===== config.mk =====
export PLATFORM = sky130hd
export DESIGN_NAME = universal_register
export DESIGN_NICKNAME = d
export VERILOG_FILES = /design/src/rtl/universal_register.sv
export SDC_FILE = /design/constraint.sdc
export NUM_CORES = 1
export LEC_CHECK = 0
export CORE_MARGIN = 1
export CORE_UTILIZATION = 48
export CTS_CLUSTER_DIAMETER = 100
export CTS_CLUSTER_SIZE = 16
export DETAILED_ROUTE_END_ITERATION = 16
export PLACE_DENSITY = 0.77
export SLEW_MARGIN = 10
export SYNTH_ARGS = -nofsm -noshare
export SYNTH_HDL_FRONTEND = slang
export SYNTH_SLANG_ARGS = --single-unit

===== constraint.sdc =====
create_clock -name clock -period 2.45 [get_ports clock]
set_clock_uncertainty 0.15 [all_clocks]
set_input_delay 0.735 -clock clock [delete_from_list [all_inputs] [get_ports clock]]
set_output_delay 0.735 -clock clock [all_outputs]
set_load 0.005 [all_outputs]

===== src/rtl/universal_register.sv =====
`default_nettype none
// ============================================================================
// Module : universal_register
// Brief  : Parametrised register with load, inc/dec (wrap or saturate),
//          logical shifts/rotates with carry-out, zero/ones flags and sticky ovf.
// Rev    : 1.0
// ============================================================================
module universal_register #(
  parameter int unsigned      WIDTH     = 32,
  parameter logic [WIDTH-1:0] RESET_VAL = '0,
  parameter bit               SATURATE  = 1'b0
) (
  input  logic             clock,
  input  logic             reset_n,
  input  logic             clr,
  input  logic [2:0]       op,
  input  logic [WIDTH-1:0] D,
  input  logic             shift_in,
  input  logic             ovf_clr,
  output logic [WIDTH-1:0] Q,
  output logic             carry,
  output logic             zero,
  output logic             ones,
  output logic             ovf
);

  localparam logic [2:0] c_OP_HOLD = 3'b000;
  localparam logic [2:0] c_OP_LOAD = 3'b001;
  localparam logic [2:0] c_OP_INC  = 3'b010;
  localparam logic [2:0] c_OP_DEC  = 3'b011;
  localparam logic [2:0] c_OP_SHL  = 3'b100;
  localparam logic [2:0] c_OP_SHR  = 3'b101;
  localparam logic [2:0] c_OP_ROL  = 3'b110;
  localparam logic [2:0] c_OP_ROR  = 3'b111;

  localparam logic [WIDTH-1:0] c_ONES = '1;
  localparam logic [WIDTH-1:0] c_ZERO = '0;
  localparam logic [WIDTH-1:0] c_ONE  = {{(WIDTH-1){1'b0}}, 1'b1};

  logic [WIDTH-1:0] r_q;
  logic [WIDTH-1:0] w_q_next;
  logic             r_carry;
  logic             w_carry_next;
  logic             r_ovf;
  logic             w_event;
  logic             w_ovf_set;

  always_comb begin
    w_q_next     = r_q;
    w_carry_next = r_carry;
    w_event      = 1'b0;
    case (op)
      c_OP_HOLD: w_q_next = r_q;
      c_OP_LOAD: w_q_next = D;
      c_OP_INC: begin
        if (r_q == c_ONES) begin
          w_event  = 1'b1;
          w_q_next = SATURATE ? c_ONES : c_ZERO;
        end else begin
          w_q_next = r_q + c_ONE;
        end
      end
      c_OP_DEC: begin
        if (r_q == c_ZERO) begin
          w_event  = 1'b1;
          w_q_next = SATURATE ? c_ZERO : c_ONES;
        end else begin
          w_q_next = r_q - c_ONE;
        end
      end
      c_OP_SHL: begin
        w_q_next     = {r_q[WIDTH-2:0], shift_in};
        w_carry_next = r_q[WIDTH-1];
      end
      c_OP_SHR: begin
        w_q_next     = {shift_in, r_q[WIDTH-1:1]};
        w_carry_next = r_q[0];
      end
      c_OP_ROL: begin
        w_q_next     = {r_q[WIDTH-2:0], r_q[WIDTH-1]};
        w_carry_next = r_q[WIDTH-1];
      end
      c_OP_ROR: begin
        w_q_next     = {r_q[0], r_q[WIDTH-1:1]};
        w_carry_next = r_q[0];
      end
      default: begin
        w_q_next     = r_q;
        w_carry_next = r_carry;
      end
    endcase
  end

  // A cleared edge ignores the op, so it can never raise an overflow event.
  assign w_ovf_set = w_event & ~clr;

  always_ff @(posedge clock or negedge reset_n) begin
    if (!reset_n) begin
      r_q     <= RESET_VAL;
      r_carry <= 1'b0;
      r_ovf   <= 1'b0;
    end else begin
      if (clr) begin
        r_q     <= c_ZERO;
        r_carry <= 1'b0;
      end else begin
        r_q     <= w_q_next;
        r_carry <= w_carry_next;
      end
      if (w_ovf_set) begin
        r_ovf <= 1'b1;
      end else if (ovf_clr) begin
        r_ovf <= 1'b0;
      end
    end
  end

  assign Q     = r_q;
  assign carry = r_carry;
  assign ovf   = r_ovf;
  assign zero  = (r_q == c_ZERO);
  assign ones  = (r_q == c_ONES);

endmodule
`default_nettype wire


======== Word-level counts from Yosys, hierarchy flattened ========
Index checks and enable logic that the tools add are counted.
word-level totals
  bits in latches ......................... 0
  bits in read-only memories .............. 0
  bits of input ports ..................... 40
  memories ................................ 0
  output and inout port bits .............. 36
  RAM bits ................................ 0
  bits in registers ....................... 34
  word-level logic and storage cells ...... 33
operators by class
  multiply operators ...................... 0
  shift-type cells ........................ 0
  bitwise operators ....................... 2
  divide/modulo/power cells ............... 0
  muxes and demuxes ....................... 11
  add/subtract/negate cells ............... 2
  eq/ne operators ......................... 9
  $lt $le $gt $ge ......................... 0
  reductions and logical operators ........ 6
operators with widths
  operator               number
  $pmux 32 s7            1
  $mux 32                3
  $add 32x1->32 const B  1
  $eq 32x32->1 const B   1
  $logic_not 32->1       1
  $sub 32x1->32 const B  1
  $eq 3x3->1 const B     4
  $eq 3x2->1 const B     2
  $mux 1                 5
  $pmux 1 s2             2
  $reduce_or 2->1        2
  $eq 3x1->1 const B     1
  $logic_not 3->1        1
  $reduce_bool 3->1      1
  $ne 2x2->1 const B     1
  $reduce_bool 2->1      1
  $and 1x1->1            1
  $not 1->1              1

======== Logic depth before layout (Yosys ltp) ========
Gate-level depths: netlist of the first run.
  depth in word-level cells ............... 5
  depth in mapped cells ................... 9
  mapped depth without buffers ............ 8

======== Least setup slack after synthesis of the first run ========
OpenSTA, ideal clock, no wires.
  kind .................................... input to register
  from .................................... input port op[0]
  to ...................................... register r_q[0], in the netlist Q[0]
  stages .................................. 7
  setup slack ............................. -0.247 ns
  arrival ................................. 2.414 ns
  required time ........................... 2.167 ns
  setup time .............................. 0.133 ns
  buffers on the path ..................... 4
  cells stage by stage .................... clkbuf_1 -> buf_1 -> clkbuf_1 -> clkbuf_1 -> o21ai_0 -> a221oi_1 -> o22ai_1
between the ends
  cells in the longest elaborated chain, start to end .. 3
  elaborated cells between the ends (all ways) .. 11
  classes of those cells .................. eq/ne: 8; mux: 2; reduce/logical: 1
ends and longest elaborated chain
  item                                RTL line  text
  from (decl)                         16        input logic [2:0] op,
  $eq 3x3->1 (tied with other cells)  52        case (op)
  $pmux 32 s7                         52
  $mux 32                             103       if (clr) begin
  to (signal assigned)                104       r_q <= c_ZERO;
  to (signal assigned)                107       r_q <= w_q_next;
  to (decl)                           40        logic [WIDTH-1:0] r_q;
Several ways; a longest one is shown, not always the timed one.
A chain may end at the register's enable or synchronous reset.

======== Worst setup path in the final report of the first run ========
  from .................................... register r_q[16], in the netlist Q[16]
  to ...................................... output port zero
between the ends
  cells in the longest elaborated chain, start to end .. 1
ends and longest elaborated chain
  item              RTL line  text
  $logic_not 32->1  121       assign zero = (r_q == c_ZERO);
  to (decl)         22        output logic zero,
No other way between the ends.

==> flow_metrics.tcl, run 1 <==
set metrics [dict create \
    drc 0 \
    status "finished with violations" \
    nFillCells 416 \
    rows 33 \
    fp.dieW_um 94.4 \
    nets 842 \
    cap_violations 0 \
    r2r-start "Q[16]$_DFFE_PN0P_" \
    yosysSeqAreaShare 0.208 \
    holdWs_ps 230 \
    required_ps 1560 \
    relSlewSlack 0.652 \
    synth_ff_type "dfrtp_1" \
    drtAntennaViolNets 0 \
    dieArea_um2 8920 \
    crit_arrival_ps 2040 \
    start_util 0.497 \
    startpoint_type "flop" \
    r2r_cells 8 \
    leakage_nw 3.07 \
    peakVddDrop_uv 334 \
    grt_max_degree 35 \
    cts-buffers-inserted 5 \
    cts_tree "yes" \
    critPathMaxStageDelay_ps 550 \
    violations "setup timing" \
    num_antenna_cells 0 \
    setup_violations 28 \
    rrSetupSlack_ps -290 \
    gp_congestion 0.997 \
    grt_util_all_layers 0.467 \
    io_pins 76 \
    drive_above_1_share 0.413 \
    mostFrequentLayoutCell "buf_4" \
    fmax_mhz 342 \
    yosysWarnings 0 \
    grt-ovfl-total 0 \
    synth_nets 610 \
    h-tree-depth 2 \
    synth.distinct_cells 68 \
    power.density_nw_per_um2 430 \
    synth-edff-count 0 \
    synth_top_area_frac 0.208 \
    netlist_instances 567 \
    synth_top_cell_by_area "dfrtp_1" \
    cpMaxStageDelayCell "or4_4" \
    cts-root-buf "clkbuf_8" \
    port_buffers 75 \
    ys_ff_latch 34 \
    place_hpwl_um 14300 \
    syn_area_per_cell_um2 7.23 \
    critPathKind "reg -> out" \
    clk_pin_slew_ps 90 \
    first_pass_iters 7 \
    grt_pass1_vias 5770 \
    drt_iter0_drc 871 \
    via_per_inst 7.20 \
    core_um2 8260 \
    cp_max_fo 2 \
    rsz0062_at_grt "true" \
    clockBufferDepth 2 \
    area_growth_pct 77.4 \
    async_reset_ff_frac 1.00 \
    dieHeight_um 94.4 \
    ys_top_cells_by_area "dfrtp_1 (21%), o21ai_0 (5.9%), nand2_1 (5.8%)" \
    dp_slack_ps -560 \
    synth_area_um2 4100 \
    finalHoldViolCount 0 \
    wl_per_cell_um 26.1 \
    worstMarginPinSlew_ps 520 \
    clock-sinks 34 \
    grt_first_pass_wirelength_um 31200 \
    finalMaxSlewViolations 0 \
    r2r-end "Q[24]$_DFFE_PN0P_" \
    period_needed_ps 2920 \
    worstHoldPathType "in -> async" \
    num_vias 6516 \
    crit_path_end_kind "output port" \
    drt-total-wl_um 23700 \
    fin_tns_setup_ps -3850 \
    antenna_found_initial 0 \
    final_cell_mix "buf_4 (160), clkdlybuf4s50_1 (67), nand2_1 (60)" \
    cp_cell_sequence "or4_4 -> or2_4 -> nor4b_4 -> buf_2" \
    clk_latency_ps 310 \
    finalWorstSetupSlack_ps -475 \
    post-route-period-util 1.19 \
]
-- power by group --
group / internal [mW] / switching, mW
Combinational: 0.932 / 1.02
Clock: 0.228 / 0.269
Sequential: 0.613 / 0.0635
Total: 1.77 / 1.36
-- state kept, by name, indices dropped and copies added (netlist names) --
| signal | flops |
|---|---|
| carry | 1 |
| Q | 32 |
| ovf | 1 |
-- worst max-delay path by stage --
stage / to / slack, ps / startpoint
global placement: Q[21]$_DFFE_PN0P_ / -460 / op[1]
global route: Q[6]$_DFFE_PN0P_ / -560 / Q[24]$_DFFE_PN0P_
detailed placement: Q[1]$_DFFE_PN0P_ / -560 / op[1]
CTS: zero / -440 / Q[16]$_DFFE_PN0P_
floorplan: Q[23]$_DFFE_PN0P_ / -50 / Q[1]$_DFFE_PN0P_
finish: zero / -470 / Q[16]$_DFFE_PN0P_
-- logic make-up after synthesis --
group / count (synthesis) / share of synthesized area
and+or+nand+nor: 225 / 0.303
DFF: 34 / 0.208
buffers and inverters: 73 / 0.0720
AOI/OAI and AO/OA: 176 / 0.278
adders and majority gates: 3 / 0.00916
muxes: 25 / 0.0635
xor gates and xnor gates: 31 / 0.0662
-- critical path: cells and delay by family (launching register included) --
family        cells  cell delay [ps]
flops             1              390
simple gates      3             1170
buf+inv           1              190
-- synth_stat cells (8+ instances only) --
library cell and number:
nand2_1 63, clkbuf_1 51, o21ai_0 48, a21oi_1 39, dfrtp_1 34, nor2_1 25
nand3_1 21, nor4_1 21, nor3_1 19, mux2i_1 17, xor2_1 17, nand4_1 16
xnor2_1 14, a211oi_1 11, a31oi_1 10, nor2b_1 9, o211ai_1 9, buf_2 8
mux2_2 8, or4_1 8
-- layer usage --
layer | wire, um | GRT usage | vias to the layer above
met1 | 8140 | 0.613 | 2954
met5 | 0 | 0 | -
li1 | - | - | 2610
met3 | 3550 | 0.0958 | 239
met2 | 9950 | 0.705 | 713
met4 | 2010 | 0.267 | 0
-- cell type report --
type / count / area [um2] / area share
Inverter: 8 / 30.0 / 0.00413
Tap cell: 105 / 131 / 0.0181
Sequential cell: 34 / 855 / 0.117
Clock inverter: 1 / 5.00 / 0.000688
Clock buffer: 7 / 86.3 / 0.0119
Multi-Input combinational cell: 460 / 3560 / 0.490
Timing Repair Buffer: 290 / 2610 / 0.358
-- metrics by stage --
stage	std cells	power (mW)	cell area (um2)	util
after floorplan	567	1.33	4140	-
after global placement	855	2.03	6070	0.735
after detailed placement	855	2.06	6070	0.735
after CTS	881	2.68	6560	0.795
after global routing	905	3.19	7280	0.881
final	905	3.13	7280	0.881
-- timing repair --
| item | in CTS | in global routing |
|---|---|---|
| pin swaps | 21 | 55 |
| buffers inserted | 19 | 29 |
| resized for setup | 77 | 122 |
| hold buffers | 0 | 0 |
| cloned | 1 | 0 |
| endpoints found under the setup margin | 31 | 36 |
No activity file was read; power rests on OpenSTA's default activity.
==> inputs of run 2 (changes only) <==
--- a/config.mk
+++ b/config.mk
@@ -10,7 +10,8 @@
 export CTS_CLUSTER_DIAMETER = 100
 export CTS_CLUSTER_SIZE = 16
 export DETAILED_ROUTE_END_ITERATION = 16
-export PLACE_DENSITY = 0.77
+export GPL_TIMING_DRIVEN = 0
+export PLACE_DENSITY = 0.85
 export SLEW_MARGIN = 10
 export SYNTH_ARGS = -nofsm -noshare
 export SYNTH_HDL_FRONTEND = slang
==> run 2 against run 1 <==
  * The run still ends with setup timing left
  * Critical path depth up 3
  * Final cell count fell by 11%
  * Routed wire length decreased by 5.0%
  * Critical endpoint unchanged
  * Power down 8.7%
  * Via count fell by 7.5%
==> flow_metrics.tcl, run 2 (synthesis gave the netlist of run 1 again) <==
set metrics [dict create \
    rsz0062_at_grt "true" \
    drt-total-wl_um 22500 \
    drt_iter0_drc 978 \
    place_hpwl_um 14000 \
    cap_violations 0 \
    dpl_cell_area_um2 5020 \
    grt-ovfl-total 0 \
    wl_per_cell_um 27.9 \
    cts-root-buf "clkbuf_8" \
    finalMaxSlewViolations 0 \
    cp_max_fo 5 \
    rows 33 \
    peakVddDrop_uv 303 \
    final_cells 806 \
    grt_max_degree 20 \
    grt_util_all_layers 0.485 \
    required_ps 1560 \
    nets 743 \
    fin_area_um2 6310 \
    worstSetupPathDepth 7 \
    finalHoldViolCount 0 \
    port_buffers 73 \
    rrSetupSlack_ps -300 \
    path_buf_inv 4 \
    fin_tns_setup_ps -4190 \
    crit_start "Q[5]$_DFFE_PN0P_" \
    status "finished with violations" \
    grt_pass1_vias 5574 \
    fmax_mhz 328 \
    r2r_cells 8 \
    via_per_inst 7.48 \
    cp_common_cell "buf_6" \
    start_util 0.497 \
    leakage_nw 2.43 \
    critPathKind "reg -> out" \
    power.density_nw_per_um2 453 \
    h-tree-depth 2 \
    relSlewSlack 0.453 \
    violations "setup timing" \
    clock-sinks 34 \
    grt_first_pass_wirelength_um 31900 \
    dieArea_um2 8920 \
    post-route-period-util 1.25 \
    crit_arrival_ps 2170 \
    num_antenna_cells 0 \
    period_needed_ps 3050 \
    setup_violations 32 \
    fp.dieW_um 94.4 \
    critPathMaxStageDelay_ps 400 \
    worstHoldPathType "in -> async" \
    crit_path_end_kind "output port" \
    cts-buffers-inserted 5 \
    clockBufferDepth 2 \
    finalWorstSetupSlack_ps -602 \
    cts_tree "yes" \
    largest_reg_flops 32 \
    cp_cell_sequence "buf_6 -> nor4_4 -> buf_4 -> nand4_1 -> buf_6 -> nor4b_4 -> buf_2" \
    core_um2 8260 \
    r2r-start "Q[17]$_DFFE_PN0P_" \
    final_cell_mix "clkdlybuf4s50_1 (69), nand2_1 (56), buf_4 (50)" \
    dieHeight_um 94.4 \
    worstSetupEndpoint "zero" \
    mostFrequentLayoutCell "clkdlybuf4s50_1" \
    worstMarginPinSlew_ps 821 \
    r2r-end "Q[3]$_DFFE_PN0P_" \
    drc 0 \
    clk_latency_ps 310 \
    clk_pin_slew_ps 90 \
    startpoint_type "flop" \
    num_vias 6028 \
    antenna_found_initial 0 \
    cpMaxStageDelayCell "dfrtp_1" \
    drtAntennaViolNets 0 \
    dp.cells 746 \
    critPathTopFamily "simple AND/OR/NAND/NOR gates" \
    drive_above_1_share 0.330 \
    first_pass_iters 9 \
    io_pins 76 \
    area_growth_pct 53.8 \
    gp_congestion 1.05 \
]
-- run 2: cell count changes in the layout (fill, tap and decap cells not counted), moves of 8 or more --
cell | previous run | this run
clkbuf_2 | 0 | 15
buf_4 | 160 | 50
buf_6 | 46 | 23
clkbuf_4 | 0 | 12
clkbuf_1 | 1 | 9
-- run 2: worst min-delay path by stage --
stage / slack (ps) / start / cells after the start / end
3_3_place_gp: 370 / ovf$_DFFE_PN0P_ / 2 / ovf$_DFFE_PN0P_
5_1_grt: 260 / reset_n / 1 / Q[3]$_DFFE_PN0P_
6_report: 220 / reset_n / 1 / Q[3]$_DFFE_PN0P_
3_5_place_dp: 370 / ovf$_DFFE_PN0P_ / 2 / ovf$_DFFE_PN0P_
2_1_floorplan: 290 / reset_n / 0 / Q[0]$_DFFE_PN0P_
4_1_cts: 240 / reset_n / 1 / Q[29]$_DFFE_PN0P_
-- run 2: area by class of cell --
| class | count | area [um2] |
|---|---|---|
| sequential | 34 | 863 |
| buffer | 53 | 400 |
| clock buffer | 8 | 110 |
| tap | 105 | 131 |
| fill | 604 | 1950 |
| timing repair buffer | 138 | 1300 |
| inverter | 8 | 33.8 |
| multi-input combinational | 460 | 3470 |
-- run 2: through the flow --
step | power, mW | utilization | hold WS (ps) | worst slack, ps
finish | 2.86 | 0.764 | 220 | -602
global route | 2.91 | 0.764 | 262 | -627
CTS | 2.52 | 0.699 | 238 | -517
detailed placement | 1.79 | 0.608 | 375 | -1470
global placement | 1.77 | 0.605 | 367 | -1430
floorplan | 1.33 | - | 289 | -48.4
-- run 2: per-layer routing --
layer  part of all wire  GRT usage  vias up  wire length, um
met5                  0          0        -                0
met4              0.070      0.273        0             1570
met3               0.16      0.165      182             3610
met2               0.42      0.714      668             9390
met1               0.35      0.614     2756             7910
li1                   -          -     2422                -
-- run 2: repair_timing --
item / CTS / global route
setup buffers: 37 / 25
setup endpoints to repair: 36 / 35
pin swaps: 16 / 38
resized for setup: 132 / 98
gates cloned: 0 / 2
hold buffers: 0 / 0
-- run 2: power by group --
part	leakage, nW	internal [mW]	total (mW)	switching, mW
registers	0.437	0.615	0.700	0.0854
logic	1.93	0.717	1.61	0.896
clock network	0.0575	0.285	0.544	0.259
total	2.43	1.62	2.86	1.24
